### src/rtl/pipeline_collector.sv
// Collects results of the 5-stage pipeline into a small FIFO by delaying a copy of
// the launch strobe, and presents them on a valid/ready stream with overflow accounting.
module pipeline_collector #(
    parameter int WIDTH   = 8,
    parameter int LATENCY = 5,
    parameter int DEPTH   = 4
) (
    input  logic                     CLK,
    input  logic                     RST,
    input  logic                     SET,
    input  logic [WIDTH-1:0]         PIPE_OUT,
    output logic [WIDTH-1:0]         OUT_DATA,
    output logic                     OUT_VALID,
    input  logic                     OUT_READY,
    output logic [$clog2(DEPTH):0]   COUNT,
    output logic                     OVERFLOW,
    output logic [7:0]               DROPS
);

    localparam int PW = $clog2(DEPTH);
    localparam int CW = PW + 1;
    localparam logic [CW-1:0] FULL_COUNT = CW'(DEPTH);

    logic [LATENCY-1:0] tag;
    logic [WIDTH-1:0]   mem [DEPTH];
    logic [PW-1:0]      wr_ptr;
    logic [PW-1:0]      rd_ptr;
    logic [CW-1:0]      count;
    logic               capture;
    logic               pop;
    logic               push;
    logic               drop;

    // A pop frees the slot in the same edge, so a full FIFO still accepts a capture.
    always_comb begin
        capture = tag[LATENCY-1];
        pop     = (count != '0) && OUT_READY;
        push    = capture && ((count != FULL_COUNT) || pop);
        drop    = capture && (count == FULL_COUNT) && !pop;
    end

    always_ff @(posedge CLK) begin
        if (RST) begin
            tag      <= '0;
            wr_ptr   <= '0;
            rd_ptr   <= '0;
            count    <= '0;
            OVERFLOW <= 1'b0;
            DROPS    <= '0;
        end else begin
            tag <= LATENCY'({tag, SET});
            if (push) begin
                wr_ptr <= wr_ptr + PW'(1);
            end
            if (pop) begin
                rd_ptr <= rd_ptr + PW'(1);
            end
            count <= count + CW'(push) - CW'(pop);
            if (drop) begin
                OVERFLOW <= 1'b1;
                if (DROPS != '1) begin
                    DROPS <= DROPS + 8'd1;
                end
            end
        end
    end

    // Storage needs no reset; the pointers and count define which entries are live.
    always_ff @(posedge CLK) begin
        if (push && !RST) begin
            mem[wr_ptr] <= PIPE_OUT;
        end
    end

    assign OUT_VALID = (count != '0);
    assign OUT_DATA  = OUT_VALID ? mem[rd_ptr] : '0;
    assign COUNT     = count;

endmodule

### config.mk
export PLATFORM = sky130hd
export DESIGN_NAME = pipeline_collector
export DESIGN_NICKNAME = d
export VERILOG_FILES = /design/src/rtl/pipeline_collector.sv
export SDC_FILE = /design/constraint.sdc
export NUM_CORES = 1
export LEC_CHECK = 0
export BUFFER_PORTS_ARGS = -buffer_cell sky130_fd_sc_hd__buf_2
export CORE_MARGIN = 8
export CORE_UTILIZATION = 36
export DETAILED_ROUTE_END_ITERATION = 7
export SKIP_LAST_GASP = 1
export SLEW_MARGIN = 20
export SYNTH_ARGS = -nofsm -noshare
export SYNTH_HDL_FRONTEND = slang
export SYNTH_SLANG_ARGS = --single-unit
### constraint.sdc
create_clock -name CLK -period 2.65 [get_ports CLK]
set_input_delay 0.265 -clock CLK [delete_from_list [all_inputs] [get_ports CLK]]
set_output_delay 0.265 -clock CLK [all_outputs]
set_load 0.1 [all_outputs]
Word-level counts from Yosys, hierarchy flattened:

Memory sizes are Yosys's and may differ from the RTL's. A register that Yosys moved wholly into a read port is not among the register bits.
Index checks and enable logic that the tools add are counted.
W data, S select, Z words.

* bits in registers: 21
* latch bits: 0
* memory bits (writable): 32
* ROM bits: 0
* input port bits: 12
* word-level logic and storage cells: 30
* memories kept: 1

Memory list
* mem: depth 4, bits a word 8, rd ports 1, clocked after memory_dff 1, wr ports 1, RTL line 25 `logic [WIDTH-1:0] mem [DEPTH];`

* add/sub/neg operators: 5
* multipliers: 0
* divide/modulo/power cells: 0
* $lt $le $gt $ge: 0
* eq/ne operators: 3
* shift-type cells: 0
* muxes and demuxes: 5
* bitwise operators: 0
* reductions and logical operators: 10

Operator list (count)
* $add A8 B1 Y8 const B: 1
* $mux W8: 1
* $ne A8 B8 Y1 const B: 1
* $logic_and A1 B1 Y1: 5
* $add A2 B1 Y2 const B: 2
* $mux W2: 2
* $add A3 B1 Y3: 1
* $eq A3 B3 Y1 const B: 1
* $ne A3 B3 Y1 const B: 1
* $reduce_bool A3 Y1: 1
* $sub A3 B1 Y3: 1
* $logic_not A1 Y1: 2
* $mux W1: 2
* $reduce_and A2 Y1: 1
* $logic_or A1 B1 Y1: 1

Longest topological paths before layout:

* word-level depth: 7
* depth in mapped cells: 9
* depth with buffers taken out: 9

Worst setup path before layout:

Ideal clock, no wire load.

* kind: register to output
* from: register count[1], in the netlist COUNT[1]
* to: output port OUT_DATA[0]
* data arrival time: 3.174 ns
* data required time: 2.385 ns
* path slack: -0.789 ns
* stages on the path, launching flop included: 4
* path buffers: 1
* cells stage by stage: dfxtp_1 or3_2 clkbuf_1 and2_1

* longest elaborated chain between the ends: 2

Ends and longest elaborated chain
* start, declared: RTL line 28 `logic [CW-1:0] count;`
* start signal, assigned: RTL line 58 `count <= count + CW'(push) - CW'(pop);`
* $reduce_bool A3 Y1: RTL line 75 `assign OUT_VALID = (count != '0);`
* via OUT_VALID: RTL line 13 `output logic OUT_VALID,`
* $mux W8: RTL line 76 `assign OUT_DATA = OUT_VALID ? mem[rd_ptr] : '0;`
* end, declared: RTL line 12 `output logic [WIDTH-1:0] OUT_DATA,`

The timed path passes the listed nets, and every way through them passes these cells.

Final worst setup path:

* from: register count[1], in the netlist COUNT[1]
* to: register count[2], in the netlist COUNT[2]

* longest elaborated chain between the ends: 6

Ends and longest elaborated chain
* $reduce_bool A3 Y1 *: RTL line 37 `pop = (count != '0) && OUT_READY;`
* $logic_and A1 B1 Y1 *: RTL line 37
* via pop: RTL line 30 `logic pop;`
* $logic_or A1 B1 Y1: RTL line 38 `push = capture && ((count != FULL_COUNT) || pop);`
* $logic_and A1 B1 Y1: RTL line 38
* $add A3 B1 Y3: RTL line 58
* $sub A3 B1 Y3 *: RTL line 58

The timed path passes the listed nets; every way through them passes the cells marked *.
A chain may end at the register's enable or synchronous reset.

==> summary.txt <==
Logic synthesis
  • Top FF cell, synth: edfxtp_1
  • Post-synthesis instance area: 2250 sq um
  • Count leader, synth: edfxtp_1
  • Distinct cells, synth: 35
  • Top cell type's share of synthesized area: 42.7%
  • Seq/Total Area, Yosys: 63.2%
  • Yosys reg bits: 55
  • Syn Nets: 179
  • Largest area contributor in the netlist: edfxtp_1
  • Avg Cell Area, Syn: 14.1 sq um
  • Top cells by area, synth: edfxtp_1 (43%), dfxtp_1 (20%), mux4_2 (8.0%)
  • Asr flop ratio synth: 0%
  • Syn Inst Count: 159
  • Post-synth EDFFs: 32
  • Most common library cells after synthesis: edfxtp_1 (32), dfxtp_1 (23), and2_1 (14), nor2_1 (10)
  • Yosys warnings: 0

Clocking
  • Clk root buf: clkbuf_8
  • Setup Buffers After CTS: 0
  • CTS buffer count: 5
  • # resized after CTS: 0
  • Worst-Skew Late Latency: 0.30 ns
  • Post-CTS Hold Buffers: 0
  • Max clock buf depth: 2
  • CTS tree: built
  • H-tree lvl count: 2
  • Sink Count: 55
  • CTS clk-pin slew, worst paths: 0.09 ns

Die
  • Core ar.: 5990 sq um
  • DIE HEIGHT: 95.0 um
  • # IOs: 33
  • Initial core utilization: 37.5%
  • Die width: 95.0 um
  • Die area: 9030 sq um
  • Row count: 28

Power and ir drop
  • Lkg Pwr: 0.988 nW
  • Net switching power: 1.19 mW
  • VDD IR-drop max: 0.813 mV
  • Clk network pwr share: 20.0%
  • Fraction of power spent switching nets: 44.1%
  • P_int: 1.51 mW
  • Pwr dens: 1030 nW/um^2
  • Combinational fraction of design power: 42.0%
  • Power share of the sequential group: 38.0%
  • PnR Total Power: 2.70 mW

STA
  • Fmax: 0.415 GHz
  • Slew headroom: 62.8%
  • WHS: 0.166 ns
  • Final Hold Vio Count: 0
  • Final worst slack: 0.238 ns
  • Layout Skew: 0.00516 ns
  • Post-route clock period utilization: 91.0%
  • Final setup vio count: 0
  • Count of pins over their slew limit: 0
  • Slew @ Worst Pin: 0.557 ns
  • Setup TNS: 0 ns
  • RSZ-0062 raised after global routing: false
  • Crit path time final: 2.41 ns

Route
  • Via/cell ratio: 4.73
  • DRC violations left: 0
  • Routed length per placed instance: 14.4 um
  • DRT Wirelength: 3900 um
  • First drt pass iteration count: 4
  • DRT iter0 DRCs: 48
  • DR vias: 1283
  • DRT antenna net count: 0

Worst setup path
  • Reg-to-reg startpoint: COUNT[1]
  • CP endpoint: COUNT[2]
  • CP required: 2.84 ns
  • End of the worst register-to-register path: COUNT[2]
  • Startpoint types: flop
  • Maximum fanout along the worst path: 6
  • Nature of the critical path endpoint: flop
  • Worst-case reg-to-reg path depth: 9
  • Crit path DAT: 2.60 ns
  • Critical path class: reg2reg
  • Flop-to-flop setup slack: 0.24 ns
  • CP Launch Point: COUNT[1]

Placement
  • Gpl congestion: 0.757
  • Place WS: 0.257 ns
  • Port buffer count: 32
  • Post-placement cell count: 263
  • Dpl hpwl: 2730 um

GRT
  • Vias in the first global route: 1326
  • Largest net degree at the start of global routing: 24
  • First-pass GRT wire length: 6270 um
  • Overall routing resource usage: 8.99%
  • Antenna violations before repair: 0
  • Grt ovf: 0

Layout
  • Area grow syn2layout: 16.8%
  • # diodes: 0
  • Share of layout cells above drive strength 1: 35.7%
  • Non-Filler Instances: 271
  • Final nets: 215

Status
  • Outcome: finished clean

Flow run
  • Max Cap Viol: 0

Hold path
  • Min-Delay Path Class: in2reg
worst min path at each step:
stage	slack [ns]	start	depth (start not counted)	to
after floorplan	0.36	PIPE_OUT[0]	0	mem[0][0]
after global placement	0.42	tag[3]	1	tag[4]
after detailed placement	0.43	tag[2]	1	tag[3]
after CTS	0.15	SET	2	tag[0]
after global routing	0.16	SET	2	tag[0]
final	0.17	SET	2	tag[0]
cell usage in the layout (no fill, tap or decap), drive strengths merged, types with 2 or more instances in the layout:
master / count
inv: 6
nand4: 3
mux4: 8
xnor2: 4
a21oi: 9
buf: 35
o21ai: 4
nand3: 2
dfxtp: 23
nand2: 3
nor2b: 10
clkinv: 2
and3: 2
edfxtp: 32
and2: 14
or3: 3
nor2: 11
ha: 7
clkbuf: 5
cell families after synthesis:
kind of cell / count (synthesis) / synth area share, %
compound gates: 15 / 3.62
xor+xnor: 5 / 1.95
fa+ha+maj: 8 / 4.79
buf+inv: 12 / 2.11
flops: 55 / 63.2
mux: 10 / 8.96
simple gates: 54 / 15.4
flip-flops by register name, indices dropped and copies added (netlist names), named ones only:
name	cells
COUNT	3
wr_ptr	2
OVERFLOW	1
tag	5
mem	32
DROPS	8
rd_ptr	2
layout make-up:
| class | count | area (sq um) |
|---|---|---|
| timing repair buffer | 35 | 183 |
| fill | 560 | 3360 |
| sequential | 55 | 1430 |
| inverter | 6 | 22.5 |
| multi-input combinational | 92 | 790 |
| tap | 75 | 93.8 |
| clock inverter | 3 | 43.8 |
| clock buffer | 5 | 68.8 |
critical path, stage by stage, from the launching register on:
cell and delay, ns:
dfxtp_2 0.37, or3_2 0.49, and2_1 0.20, ha_1 0.27, inv_1 0.04, ha_1 0.18
fa_1 0.38, xnor2_1 0.19, xnor2_1 0.14, nor2_1 0.05
layer usage:
metal / vias up / share of wire, % / track usage [%]
met5: - / 0 / 0
met4: 0 / 0.44 / 2.99
met3: 2 / 6.3 / 3.30
met2: 33 / 48 / 15.0
met1: 606 / 45 / 10.5
li1: 642 / - / -
power by group through the flow:
| stage | sequential, mW | combinational, mW | clock [mW] |
|---|---|---|---|
| global route | 1.04 | 1.19 | 0.586 |
| floorplan | 1.13 | 0.893 | 0 |
| CTS | 1.03 | 1.14 | 0.565 |
| finish | 1.03 | 1.13 | 0.541 |
| global placement | 1.05 | 1.14 | 0 |
| detailed placement | 1.05 | 1.14 | 0 |
stage by stage:
step / instance area, sq um / util, %
2_1_floorplan: 2260 / -
5_1_grt: 2630 / 43.8
4_1_cts: 2630 / 43.8
6_report: 2630 / 43.8
3_5_place_dp: 2510 / 42.0
3_3_place_gp: 2510 / 42.0
Power figures use the tool's default switching activity.
